<file path="src/rtl/stream_arb_pkg.sv">
// Shared types and the wrap-around one-hot search used by the stream mux arbiter.
package stream_arb_pkg;

    typedef enum logic [1:0] {
        ARB_STATIC = 2'b00,
        ARB_FIXED  = 2'b01,
        ARB_RR     = 2'b10,
        ARB_RSVD   = 2'b11
    } arb_mode_e;

    // Widest channel count the search helper handles.
    localparam int MAX_CH = 32;
    localparam int MAX_W  = $clog2(MAX_CH);

    // First set bit of req, scanning start, start+1, ... modulo n.
    // Returns a one-hot vector (all zero when nothing in range is set).
    function automatic logic [MAX_CH-1:0] first_onehot(
        input logic [MAX_CH-1:0] req,
        input int unsigned       start,
        input int unsigned       n
    );
        logic [MAX_CH-1:0] g;
        logic              found;
        int unsigned       idx;
        g     = '0;
        found = 1'b0;
        for (int unsigned k = 0; k < MAX_CH; k++) begin
            if (k < n && !found) begin
                idx = start + k;
                if (idx >= n) begin
                    idx = idx - n;
                end
                if (req[idx[MAX_W-1:0]]) begin
                    g[idx[MAX_W-1:0]] = 1'b1;
                    found             = 1'b1;
                end
            end
        end
        return g;
    endfunction

endpackage

</file>
<file path="src/rtl/stream_arb_mux_rr_arbiter.sv">
// Grant generation for the stream mux: static select, fixed priority and
// round robin, plus the round-robin start pointer.
module rr_arbiter
    import stream_arb_pkg::*;
#(
    parameter  int NUM_CH = 4,
    localparam int CH_W   = $clog2(NUM_CH)
) (
    input  logic              clk,
    input  logic              rst_n,
    input  logic [NUM_CH-1:0] req,
    input  logic [1:0]        mode,
    input  logic [CH_W-1:0]   sel,
    input  logic              advance,
    output logic [NUM_CH-1:0] grant,
    output logic [CH_W-1:0]   grant_idx
);

    localparam logic [CH_W:0] CH_LIMIT = (CH_W+1)'(NUM_CH);
    localparam logic [CH_W-1:0] LAST_CH = CH_W'(NUM_CH - 1);

    logic [CH_W-1:0]   rr_ptr_reg;
    logic [CH_W-1:0]   rr_ptr_next;
    logic [MAX_CH-1:0] req_ext;
    logic [MAX_CH-1:0] fixed_oh;
    logic [MAX_CH-1:0] rr_oh;

    assign req_ext  = MAX_CH'(req);
    assign fixed_oh = first_onehot(req_ext, 32'd0, NUM_CH);
    assign rr_oh    = first_onehot(req_ext, 32'(rr_ptr_reg), NUM_CH);

    // The search works on a fixed-width vector; bits above NUM_CH are always zero.
    generate
        if (NUM_CH < MAX_CH) begin : g_hi_sink
            logic unused_hi;
            assign unused_hi = ^{fixed_oh[MAX_CH-1:NUM_CH], rr_oh[MAX_CH-1:NUM_CH]};
        end
    endgenerate

    // Select the grant vector for the active mode; reserved mode aliases fixed priority.
    always_comb begin
        grant = '0;
        case (arb_mode_e'(mode))
            ARB_STATIC: begin
                if ({1'b0, sel} < CH_LIMIT) begin
                    grant[sel] = req[sel];
                end
            end
            ARB_RR:  grant = rr_oh[NUM_CH-1:0];
            default: grant = fixed_oh[NUM_CH-1:0];
        endcase
    end

    // Encode the one-hot grant into a channel index.
    always_comb begin
        grant_idx = '0;
        for (int i = 0; i < NUM_CH; i++) begin
            if (grant[i]) begin
                grant_idx = CH_W'(i);
            end
        end
    end

    // Next round-robin start is one past the winner, wrapping at the last channel.
    always_comb begin
        rr_ptr_next = (grant_idx == LAST_CH) ? '0 : grant_idx + 1'b1;
    end

    // Pointer moves only on an accepted word in round-robin mode; other modes leave it alone.
    always_ff @(posedge clk or negedge rst_n) begin
        if (!rst_n) begin
            rr_ptr_reg <= '0;
        end else if (advance && (mode == ARB_RR)) begin
            rr_ptr_reg <= rr_ptr_next;
        end
    end

endmodule

</file>
<file path="src/rtl/stream_arb_mux.sv">
// N:1 valid/ready stream multiplexer with selectable arbitration and a single
// output register holding the winning word and its channel index.
module stream_arb_mux
    import stream_arb_pkg::*;
#(
    parameter  int NUM_CH = 4,
    parameter  int WIDTH  = 2,
    localparam int CH_W   = $clog2(NUM_CH)
) (
    input  logic                    clk,
    input  logic                    rst_n,
    input  logic [1:0]              mode,
    input  logic [CH_W-1:0]         sel,
    input  logic [NUM_CH-1:0]       in_valid,
    input  logic [NUM_CH*WIDTH-1:0] in_data,
    output logic [NUM_CH-1:0]       in_ready,
    output logic                    out_valid,
    output logic [WIDTH-1:0]        out_data,
    output logic [CH_W-1:0]         out_ch,
    input  logic                    out_ready
);

    logic [NUM_CH-1:0] grant;
    logic [CH_W-1:0]   grant_idx;
    logic              load_en;
    logic              transfer;
    logic [WIDTH-1:0]  ch_data [NUM_CH];
    logic [WIDTH-1:0]  win_data;

    logic              out_valid_reg;
    logic [WIDTH-1:0]  out_data_reg;
    logic [CH_W-1:0]   out_ch_reg;

    rr_arbiter #(
        .NUM_CH (NUM_CH)
    ) u_arb (
        .clk       (clk),
        .rst_n     (rst_n),
        .req       (in_valid),
        .mode      (mode),
        .sel       (sel),
        .advance   (transfer),
        .grant     (grant),
        .grant_idx (grant_idx)
    );

    generate
        for (genvar gi = 0; gi < NUM_CH; gi++) begin : g_unpack
            assign ch_data[gi] = in_data[gi*WIDTH +: WIDTH];
        end
    endgenerate

    // The register can take a word when empty or when the consumer drains it this cycle.
    assign load_en  = !out_valid_reg || out_ready;
    // Reset keeps every producer stalled even though the register reads as empty.
    assign in_ready = (rst_n && load_en) ? grant : '0;
    assign transfer = |in_ready;
    assign win_data = ch_data[grant_idx];

    // Output register: capture the winner, go empty when nothing is granted, hold on stall.
    always_ff @(posedge clk or negedge rst_n) begin
        if (!rst_n) begin
            out_valid_reg <= 1'b0;
            out_data_reg  <= '0;
            out_ch_reg    <= '0;
        end else if (load_en) begin
            if (transfer) begin
                out_valid_reg <= 1'b1;
                out_data_reg  <= win_data;
                out_ch_reg    <= grant_idx;
            end else begin
                out_valid_reg <= 1'b0;
            end
        end
    end

    assign out_valid = out_valid_reg;
    assign out_data  = out_data_reg;
    assign out_ch    = out_ch_reg;

endmodule
</file>
<file path="config.mk">
export PLATFORM = sky130hd
export DESIGN_NAME = stream_arb_mux
export DESIGN_NICKNAME = d
export VERILOG_FILES = /design/src/rtl/stream_arb_pkg.sv /design/src/rtl/stream_arb_mux_rr_arbiter.sv /design/src/rtl/stream_arb_mux.sv
export SDC_FILE = /design/constraint.sdc
export NUM_CORES = 1
export LEC_CHECK = 0
export ABC_CLOCK_PERIOD_IN_PS = 3000
export CAP_MARGIN = 20
export CORE_MARGIN = 8
export CORE_UTILIZATION = 37
export CTS_CLUSTER_DIAMETER = 150
export DETAILED_ROUTE_END_ITERATION = 8
export GPL_TIMING_DRIVEN = 0
export PLACE_DENSITY = 0.63
export SETUP_SLACK_MARGIN = 0.1
export SYNTH_ARGS = -nofsm -noshare
export SYNTH_HDL_FRONTEND = slang
export SYNTH_SLANG_ARGS = --single-unit
</file>
<file path="constraint.sdc">
create_clock -name clk -period 3 [get_ports clk]
set_clock_uncertainty 0.1 [all_clocks]
set_input_delay 0.45 -clock clk [delete_from_list [all_inputs] [get_ports clk]]
set_output_delay 0.45 -clock clk [all_outputs]
set_load 0.01 [all_outputs]
</file>
==> run summary, run 1 <==
Fillers: 240
Most common cell in the netlist: nor2_1
Max-cap violation count: 0
Clk pin slew, worst setup/hold paths: 0.06 ns
Share of the synthesized area in the top cell type: 0.173
I/O Buffers: 26
Ports: 28
Crit. End Element: output pin
Final instance area: 1560 um^2
Hold Crit Class: in2async
Hold buffers post-CTS: 0
Post-Syn Area per Cell: 8.42 um^2
Ranking of synthesized cells by area: dfrtp_1 (17%), ha_1 (8.7%), mux2i_1 (6.9%), o21ai_0 (4.5%), nor2_1 (4.1%)
Htree depth: 1
Clk root buf: clkbuf_4
Violated checks: setup timing
Worst slew pin tran: 0.442 ns
Synth-to-Final Area Change: 54.7%
Ys flop type: dfrtp_1
Die Y: 68.3 um
P_int: 758 uW
Fin util: 0.582
Slowest stage delay, CP: 0.36 ns
Sink Count: 7
WP data required: 2.45 ns
Power Dens Cells: 890 nW/um^2
Residual DRC: 0
Drt initial violations: 64
Status: finished, violations left
Dominant cell type by area after synthesis: dfrtp_1
Worst setup margin: -0.182 ns
Post-synthesis sequential area ratio: 0.173
Post-route ant nets: 0
Total nets after synthesis: 146
Pleak: 0.000647 uW
Post-synth EDFFs: 0
Cell count after synthesis: 120
Final hold viol count: 0
Die Area: 4660 um^2
Commonest cells post-synth: nor2_1 (11), nand2_1 (10), o21ai_0 (9)
Clock network power share: 0.064
F_max: 314 MHz
Drt total wl: 3100 um
R2r worst-path depth: 13
Critical-path cell list: buf_6 > clkinvlp_4 > ha_4 > mux2i_4 > a211oi_2 > or2_1 > buf_6 > o311a_4 > o2bb2ai_4 > nor2b_4 > buf_6
Cell area after synthesis: 1010 um^2
RSZ-0062 raised after global routing: true
Row count: 19
Overflow after GRT: 0
FF+latch count, synth: 7
Sw Ratio: 0.456
Most used cell, CP: buf_6
Tot GR Track Use: 0.134
Final setup vio count: 7
WS Path Type: reg2out
First-pass GRT wire length: 4900 um
Slew Limit Fails: 0
Largest net degree at the start of global routing: 11
Fin crit period: 3.18 ns
Die Width: 68.3 um
Hold_ws: 0.389 ns
Vias: 1108
Final worst-path cycle share: 1.06
FF-to-FF setup slack: -0.16 ns
Core ar.: 2690 um^2
Number of diodes: 0
R2r endpoint: out_ch[0]$_DFFE_PN0P_
Critical Path Slowest Stage Cell: dfrtp_1
Reg power frac: 0.120
CTS buffer count: 3
Max_slew headroom: 0.705
Type of origin of the critical path: flip-flop
Final HPWL DP: 2120 um
Ys async rst share: 1.00
Combinational share of power: 0.815
Vias per cell: 5.71
Reg-to-reg critical path startpoint: u_arb.rr_ptr_reg[0]$_DFFE_PN0P_
Fin nets: 190
CTS max path bufs: 2
Synth cell types: 47
DRT Pass-1 Iters: 4
Initial core utilization: 0.376
Initial antenna violation count: 0
Syn. warnings: 0
P_sw: 634 uW
Share of cells above drive strength 1: 0.350
Peak supply drop: 510 uV
Vias in the first global route: 1089
Crit Path Max Fanout: 8
TritonCTS clock tree: built
Wire per inst: 16.0 um
Worst skew pair latency: 0.25 ns
GP Congestion: 0.885
Crit path DAT: 2.63 ns
DP Area: 1340 um^2
power by group through the flow:
stage	Sequential [uW]	Combinational (uW)	Clock [uW]
final	168	1130	89.7
after global routing	172	1210	98.8
after CTS	166	1000	91.0
after detailed placement	183	845	0
after global placement	183	849	0
after floorplan	192	603	0
layout make-up:
class / instances / area [um^2] / area share
Timing Repair Buffer: 39 / 348 / 0.222
Buffer: 4 / 41.3 / 0.0264
Clock buffer: 4 / 26.3 / 0.0168
Sequential cell: 7 / 176 / 0.113
Inverter: 7 / 30.0 / 0.0192
Tap cell: 31 / 38.8 / 0.0248
Multi-Input combinational cell: 102 / 903 / 0.578
cell usage in the layout (no fill, tap or decap), types with 2 or more instances in the layout:
cell             count
a211o_2              3
a211oi_1             2
buf_2                2
buf_4               13
buf_6                5
clkbuf_4             3
clkdlybuf4s50_1     19
dfrtp_1              6
dlygate4sd2_1        2
ha_1                 6
inv_1                5
mux2_1               2
mux2i_1              5
mux2i_4              2
nand2_1             10
nand3_1              6
nor2_1              11
nor2b_1              3
nor3_2               2
o21ai_0              9
o21ai_1              3
o31ai_2              2
kinds of logic after synthesis:
family / after synthesis / share of synthesized area
AOI/OAI and AO/OA: 40 / 0.332
adders and majority gates: 7 / 0.0866
buffers and inverters: 11 / 0.0668
and+or+nand+nor: 44 / 0.224
DFF: 7 / 0.173
muxes: 11 / 0.118
through the flow:
stage,power (uW),instances,worst slack (ns),setup TNS [ns]
floorplan,795,120,-0.0228,-0.0228
global placement,1030,177,-0.654,-3.02
detailed placement,1030,177,-0.659,-3.06
CTS,1260,189,-0.156,-0.608
global route,1480,194,-0.286,-1.58
finish,1390,194,-0.182,-0.737
how the worst max path moves through the flow:
stage	start	to	slack, ns	cells after the start
floorplan	u_arb.rr_ptr_reg[0]$_DFFE_PN0P_	out_ch[0]$_DFFE_PN0P_	-0.02	12
global placement	u_arb.rr_ptr_reg[0]$_DFFE_PN0P_	in_ready[3]	-0.65	11
detailed placement	u_arb.rr_ptr_reg[0]$_DFFE_PN0P_	in_ready[3]	-0.66	11
CTS	u_arb.rr_ptr_reg[0]$_DFFE_PN0P_	in_ready[3]	-0.16	11
global route	u_arb.rr_ptr_reg[0]$_DFFE_PN0P_	in_ready[3]	-0.29	11
finish	u_arb.rr_ptr_reg[0]$_DFFE_PN0P_	in_ready[3]	-0.18	11
what timing repair did:
| item | CTS | global route |
|---|---|---|
| pin swaps | 6 | 5 |
| setup endpoints to repair | 11 | 11 |
| gates resized for setup | 27 | 12 |
| buffers inserted | 8 | 5 |
| endpoints found under the hold margin | 0 | 0 |
worst max-delay path: cells and delay by family, from the launching register on:
family          cells  cell delay, ns
compound gates      3            0.52
simple gates        2            0.44
fa+ha+maj           1            0.32
buf+inv             4            0.48
flops               1            0.36
mux                 1            0.26
per-layer routing:
metal / part of all wire / global-route usage / vias up / routed length, um
li1: - / - / 537 / -
met1: 0.40 / 0.155 / 530 / 1260
met2: 0.51 / 0.227 / 33 / 1580
met3: 0.062 / 0.0295 / 8 / 191
met4: 0.024 / 0.0691 / 0 / 76
met5: 0 / 0 / - / 0
Power figures use the tool's default switching activity.
==> run 2: changes to the inputs <==
--- a/config.mk
+++ b/config.mk
@@ -12,8 +12,9 @@
 export CTS_CLUSTER_DIAMETER = 150
 export DETAILED_ROUTE_END_ITERATION = 8
 export GPL_TIMING_DRIVEN = 0
-export PLACE_DENSITY = 0.63
+export PLACE_DENSITY = 0.64
 export SETUP_SLACK_MARGIN = 0.1
 export SYNTH_ARGS = -nofsm -noshare
 export SYNTH_HDL_FRONTEND = slang
+export SYNTH_HIERARCHICAL = 1
 export SYNTH_SLANG_ARGS = --single-unit
==> run 2 against run 1 <==
The run still ends with setup timing left; clock power increased by 0.4%; worst setup slack worse by 0.078 ns; maximum frequency down 2.4%; power shrank 5.9%; non-clock buffer count increased by 8; hold slack better by 0.032 ns; critical path type is now reg2reg; largest cell class unchanged; highest routed layer unchanged.
==> run summary, run 2 <==
Share of the synthesized area in the top cell type: 0.184
Overflow after GRT: 0
Power Dens Cells: 846 nW/um^2
Total nets after synthesis: 123
Most common cell after layout, fill and taps aside: buf_4
Htree depth: 1
Tot GR Track Use: 0.147
Delay-heaviest family, CP: simple AND/OR/NAND/NOR gates
Clk root buf: clkbuf_4
Initial antenna violation count: 0
Hold Crit Class: reg2reg
Type of origin of the critical path: flip-flop
Drt initial violations: 33
Slew Limit Fails: 0
Post-synth EDFFs: 0
Critical-path cell list: buf_8 > inv_8 > ha_4 > mux2_4 > nor3b_4 > buf_4 > o211a_1 > o21ai_1 > o211a_1 > inv_2 > or4_4 > nand3_4 > mux2_4
Ys flop type: dfrtp_1
Final worst-path cycle share: 1.09
Hold endpoint: out_ch[1]$_DFFE_PN0P_
TritonCTS clock tree: built
Core ar.: 2450 um^2
Commonest non-fill, non-tap cells in the layout: buf_4 (22), clkdlybuf4s50_1 (19), nand2_1 (8), ha_1 (6)
Fin nets: 178
Number of diodes: 0
FF-to-FF setup slack: -0.26 ns
FF+latch count, synth: 7
Peak supply drop: 508 uV
Row count: 18
WP data required: 3.04 ns
Status: finished, violations left
Share of cells above drive strength 1: 0.470
Violated checks: setup timing
Final HPWL DP: 2110 um
Final setup TNS: -2.10 ns
Pleak: 0.000689 uW
Syn. warnings: 6
Synth cell types: 44
CTS buffer count: 3
DRT Pass-1 Iters: 4
Die Width: 66.7 um
Die Y: 66.7 um
F_max: 307 MHz
Wire per inst: 17.0 um
Max-cap violation count: 0
Commonest cells post-synth: nand2_1 (10), dfrtp_1 (7), ha_1 (7)
Most common cell in the netlist: nand2_1
Reg-to-reg critical path startpoint: u_arb/rr_ptr_reg[0]$_DFFE_PN0P_
DP Area: 1280 um^2
Cell count after synthesis: 97
Hold Path Stages: 1
Crit path DAT: 3.30 ns
Final hold viol count: 0
Slowest stage delay, CP: 0.52 ns
Dominant cell type by area after synthesis: dfrtp_1
Crit path launch: u_arb/rr_ptr_reg[0]$_DFFE_PN0P_
RSZ-0062 raised after global routing: true
Synth-to-Final Area Change: 63.0%
Ys async rst share: 1.00
Die Area: 4440 um^2
Fin crit period: 3.26 ns
Crit Path Max Fanout: 6
Ports: 28
GP Congestion: 0.914
Worst slew pin tran: 0.504 ns
Vias in the first global route: 1065
First-pass GRT wire length: 5090 um
R2r endpoint: out_ch[0]$_DFFE_PN0P_
Largest net degree at the start of global routing: 13
Ranking of synthesized cells by area: dfrtp_1 (18%), ha_1 (9.2%), mux2_4 (7.9%), mux4_2 (7.1%), nand2_1 (4.0%)
Post-route ant nets: 0
Crit. End Element: flip-flop
WS Path Type: reg2reg
Post-Syn Area per Cell: 9.79 um^2
Crit path buf inv count: 4
Drt total wl: 3080 um
Final setup vio count: 11
Worst setup margin: -0.260 ns
R2r worst-path depth: 13
I/O Buffers: 27
Fin util: 0.630
Worst skew pair latency: 0.26 ns
Max_slew headroom: 0.663
Clk pin slew, worst setup/hold paths: 0.06 ns
Vias: 999
Initial core utilization: 0.387
Sink Count: 7
Critical Path Slowest Stage Cell: or4_4
Vias per cell: 5.52
Post-synthesis sequential area ratio: 0.184
CTS max path bufs: 2
Residual DRC: 0
Cell area after synthesis: 950 um^2
Hold_ws: 0.421 ns
Hold Startpoint: out_ch[1]$_DFFE_PN0P_
Final instance area: 1550 um^2
run 2: changes by cell type in the layout (fill, tap and decap cells not counted), sizes merged, moves of 4 or more:
| cell | change |
|---|---|
| nand3 | -4 |
| buf | +7 |
| and3 | +4 |
| o21ai | -5 |
| nor2 | -6 |
run 2: kinds of logic after synthesis:
kind of cell	after synthesis	synth area share
multiplexers	13	0.212
buffers and inverters	6	0.0316
AND/OR/NAND/NOR	40	0.273
adder cells (fa/ha/maj)	7	0.0922
AO/OA/AOI/OAI	24	0.207
flip-flops	7	0.184
run 2: worst max-delay path by stage:
| stage | slack (ns) | to | cells after the start |
|---|---|---|---|
| after detailed placement | -0.63 | in_ready[1] | 8 |
| after floorplan | -0.19 | out_data[0]$_DFFE_PN0P_ | 11 |
| after global placement | -0.56 | in_ready[3] | 8 |
| after global routing | -0.34 | out_data[0]$_DFFE_PN0P_ | 13 |
| after CTS | -0.21 | out_data[0]$_DFFE_PN0P_ | 12 |
| final | -0.26 | out_ch[0]$_DFFE_PN0P_ | 13 |
run 2: power breakdown:
group          switching, uW  leakage [uW]  internal [uW]
Clock                   41.1     0.0000177           49.0
Sequential              38.2     0.0000837            141
Combinational            474      0.000588            565
run 2: per-stage QoR:
stage | instances | power (uW) | setup slack, ns
5_1_grt | 181 | 1390 | -0.337
3_5_place_dp | 154 | 937 | -0.629
6_report | 181 | 1310 | -0.260
4_1_cts | 176 | 1220 | -0.212
3_3_place_gp | 154 | 924 | -0.556
2_1_floorplan | 97 | 723 | -0.188
run 2: layout make-up:
type | instances | area (um^2)
flip-flops and latches | 7 | 178
inverters | 5 | 28.8
plain buffers | 1 | 15.0
clock buffers | 3 | 22.5
repair buffers | 50 | 428
well taps | 30 | 37.5
clock inverters | 1 | 5.00
fillers | 217 | 907
multi-input cells | 84 | 833
run 2: layer usage:
metal  up-vias  track usage  routed length, um
met1       480        0.172               1300
met5         -            0                  0
li1        479            -                  -
met4         0       0.0640                 56
met3         6       0.0453                159
met2        34        0.239               1560
run 2: repair_timing:
item,in CTS,in global routing
setup endpoints to repair,11,11
hold buffers,0,0
resized for setup,30,9
pin swaps,12,8
setup buffers,19,5
cloned,0,0
==> run 3: changes to the inputs <==
--- a/config.mk
+++ b/config.mk
@@ -5,14 +5,14 @@
 export SDC_FILE = /design/constraint.sdc
 export NUM_CORES = 1
 export LEC_CHECK = 0
-export ABC_CLOCK_PERIOD_IN_PS = 3000
+export ABC_CLOCK_PERIOD_IN_PS = 3700
 export CAP_MARGIN = 20
 export CORE_MARGIN = 8
 export CORE_UTILIZATION = 37
 export CTS_CLUSTER_DIAMETER = 150
 export DETAILED_ROUTE_END_ITERATION = 8
 export GPL_TIMING_DRIVEN = 0
-export PLACE_DENSITY = 0.64
+export PLACE_DENSITY = 0.61
 export SETUP_SLACK_MARGIN = 0.1
 export SYNTH_ARGS = -nofsm -noshare
 export SYNTH_HDL_FRONTEND = slang
==> constraint.sdc (replaced) <==
create_clock -name clk -period 3.7 [get_ports clk]
set_clock_uncertainty 0.1 [all_clocks]
set_input_delay 0.555 -clock clk [delete_from_list [all_inputs] [get_ports clk]]
set_output_delay 0.555 -clock clk [all_outputs]
set_load 0.01 [all_outputs]
==> run 3 against run 2 <==
The flow now finishes without violations; via count is 9.8% lower; critical path type is now reg2out; utilization fell by 6.4 points; count of clock-buffer cells in the layout is 1 higher.
==> run summary, run 3 (synthesized netlist as in run 2, its figures left out) <==
Overflow after GRT: 0
Largest net degree at the start of global routing: 13
Fin nets: 161
Power Dens Cells: 662 nW/um^2
Sink Count: 7
Die Area: 4440 um^2
Met3 usage: 0.0386
R2r endpoint: out_data[0]$_DFFE_PN0P_
RSZ-0062 raised after global routing: false
Vias per cell: 5.49
Reg-to-reg critical path startpoint: u_arb/rr_ptr_reg[0]$_DFFE_PN0P_
Final instance area: 1390 um^2
Vias in the first global route: 948
Crit path DAT: 2.80 ns
Fin util: 0.566
FF-to-FF setup slack: 0.33 ns
Number of diodes: 0
First-pass GRT wire length: 4610 um
Total Power: 920 uW
GRT busiest layer: met2
CTS buffer count: 3
Status: complete, no violations
Hold buffers post-CTS: 0
Slew Limit Fails: 0
Most common cell after layout, fill and taps aside: clkdlybuf4s50_1
F_max: 290 MHz
Hold Startpoint: out_data[0]$_DFFE_PN0P_
Die Width: 66.7 um
Crit Path Max Fanout: 6
Htree depth: 1
Final HPWL DP: 2030 um
Max_slew headroom: 0.651
Core ar.: 2450 um^2
Commonest non-fill, non-tap cells in the layout: clkdlybuf4s50_1 (21), nand2_1 (10), dfrtp_1 (6)
Type of origin of the critical path: flip-flop
Row count: 18
Hold_ws: 0.409 ns
Global routing usage on met2: 0.203
Placed Instances: 154
Die Y: 66.7 um
Hold Crit Class: reg2reg
Worst skew pair latency: 0.26 ns
Initial core utilization: 0.387
Final hold viol count: 0
Fin crit period: 3.45 ns
M1 GR Usage: 0.165
TritonCTS clock tree: built
Post-route insts no fill: 164
Post-route ant nets: 0
Drt total wl: 2660 um
Ports: 28
Final worst-path cycle share: 0.933
Hold Path Stages: 1
R2r worst-path depth: 12
Residual DRC: 0
Synth-to-Final Area Change: 46.4%
Pleak: 0.000625 uW
Final setup vio count: 0
Max-cap violation count: 0
WP data required: 3.04 ns
Share of cells above drive strength 1: 0.313
I/O Buffers: 27
Hold endpoint: out_data[0]$_DFFE_PN0P_
Crit. End Element: output pin
Vias: 901
GP Congestion: 0.864
Drt initial violations: 59
DP Area: 1260 um^2
Worst slew pin tran: 0.522 ns
Clk pin slew, worst setup/hold paths: 0.06 ns
Tot GR Track Use: 0.132
CTS max path bufs: 2
Peak supply drop: 371 uV
DRT Pass-1 Iters: 4
Initial antenna violation count: 0
WS Path Type: reg2out
Wire per inst: 16.2 um
Clk root buf: clkbuf_4
## run 3: changes by cell type in the layout (fill, tap and decap cells not counted), sizes merged
cell | before | now
dlygate4sd2 | 4 | 3
clkinv | 1 | 0
clkbuf | 3 | 4
dlymetal6s2s | 0 | 3
clkdlybuf4s50 | 19 | 21
clkdlybuf4s15 | 1 | 0
buf | 27 | 7
## run 3: layout make-up
cell class              instances  area (um^2)
well taps                      30         37.5
fillers                       236         1060
clock buffers                   4         26.3
multi-input cells              84          790
plain buffers                   1         11.3
inverters                       5         26.3
flip-flops and latches          7          176
repair buffers                 33          323
## run 3: worst max path at each step
stage / endpoint / slack [ns] / start / depth (start not counted)
CTS: in_ready[3] / 0.02 / u_arb/rr_ptr_reg[0]$_DFFE_PN0P_ / 10
floorplan: out_data[0]$_DFFE_PN0P_ / 0.40 / u_arb/rr_ptr_reg[0]$_DFFE_PN0P_ / 11
finish: in_ready[0] / 0.25 / u_arb/rr_ptr_reg[0]$_DFFE_PN0P_ / 11
global placement: in_ready[0] / -0.09 / in_valid[1] / 9
global route: in_ready[0] / 0.08 / u_arb/rr_ptr_reg[0]$_DFFE_PN0P_ / 12
detailed placement: in_ready[0] / -0.07 / in_valid[1] / 9
## run 3: where the power goes
part	switching (uW)	internal, uW
registers	31.2	113
clock network	33.0	41.5
logic	335	366
## run 3: repair_timing
action	in CTS	in global routing
pin swaps	4	2
endpoints found under the setup margin	6	10
setup buffers	5	1
resized for setup	8	14
endpoints found under the hold margin	0	0
## run 3: critical path, cell delays in order (launching register included)
cell           delay, ns
dfrtp_1             0.39
buf_6               0.15
inv_6               0.09
ha_4                0.22
mux2_4              0.20
nor3b_4             0.32
nor3_4              0.10
a221o_1             0.34
a31oi_2             0.17
o21ai_1             0.10
and3_1              0.18
dlygate4sd2_1       0.28
## run 3: metrics by stage
step           setup slack (ns)  TNS, ns
2_1_floorplan             0.404        0
3_3_place_gp            -0.0903   -0.286
3_5_place_dp            -0.0658   -0.210
4_1_cts                  0.0180        0
5_1_grt                  0.0841        0
6_report                  0.249        0
## run 3: per-layer routing
metal	up-vias	routed length (um)
li1	447	-
met3	5	121
met1	430	1190
met2	19	1300
met5	-	0
met4	0	47
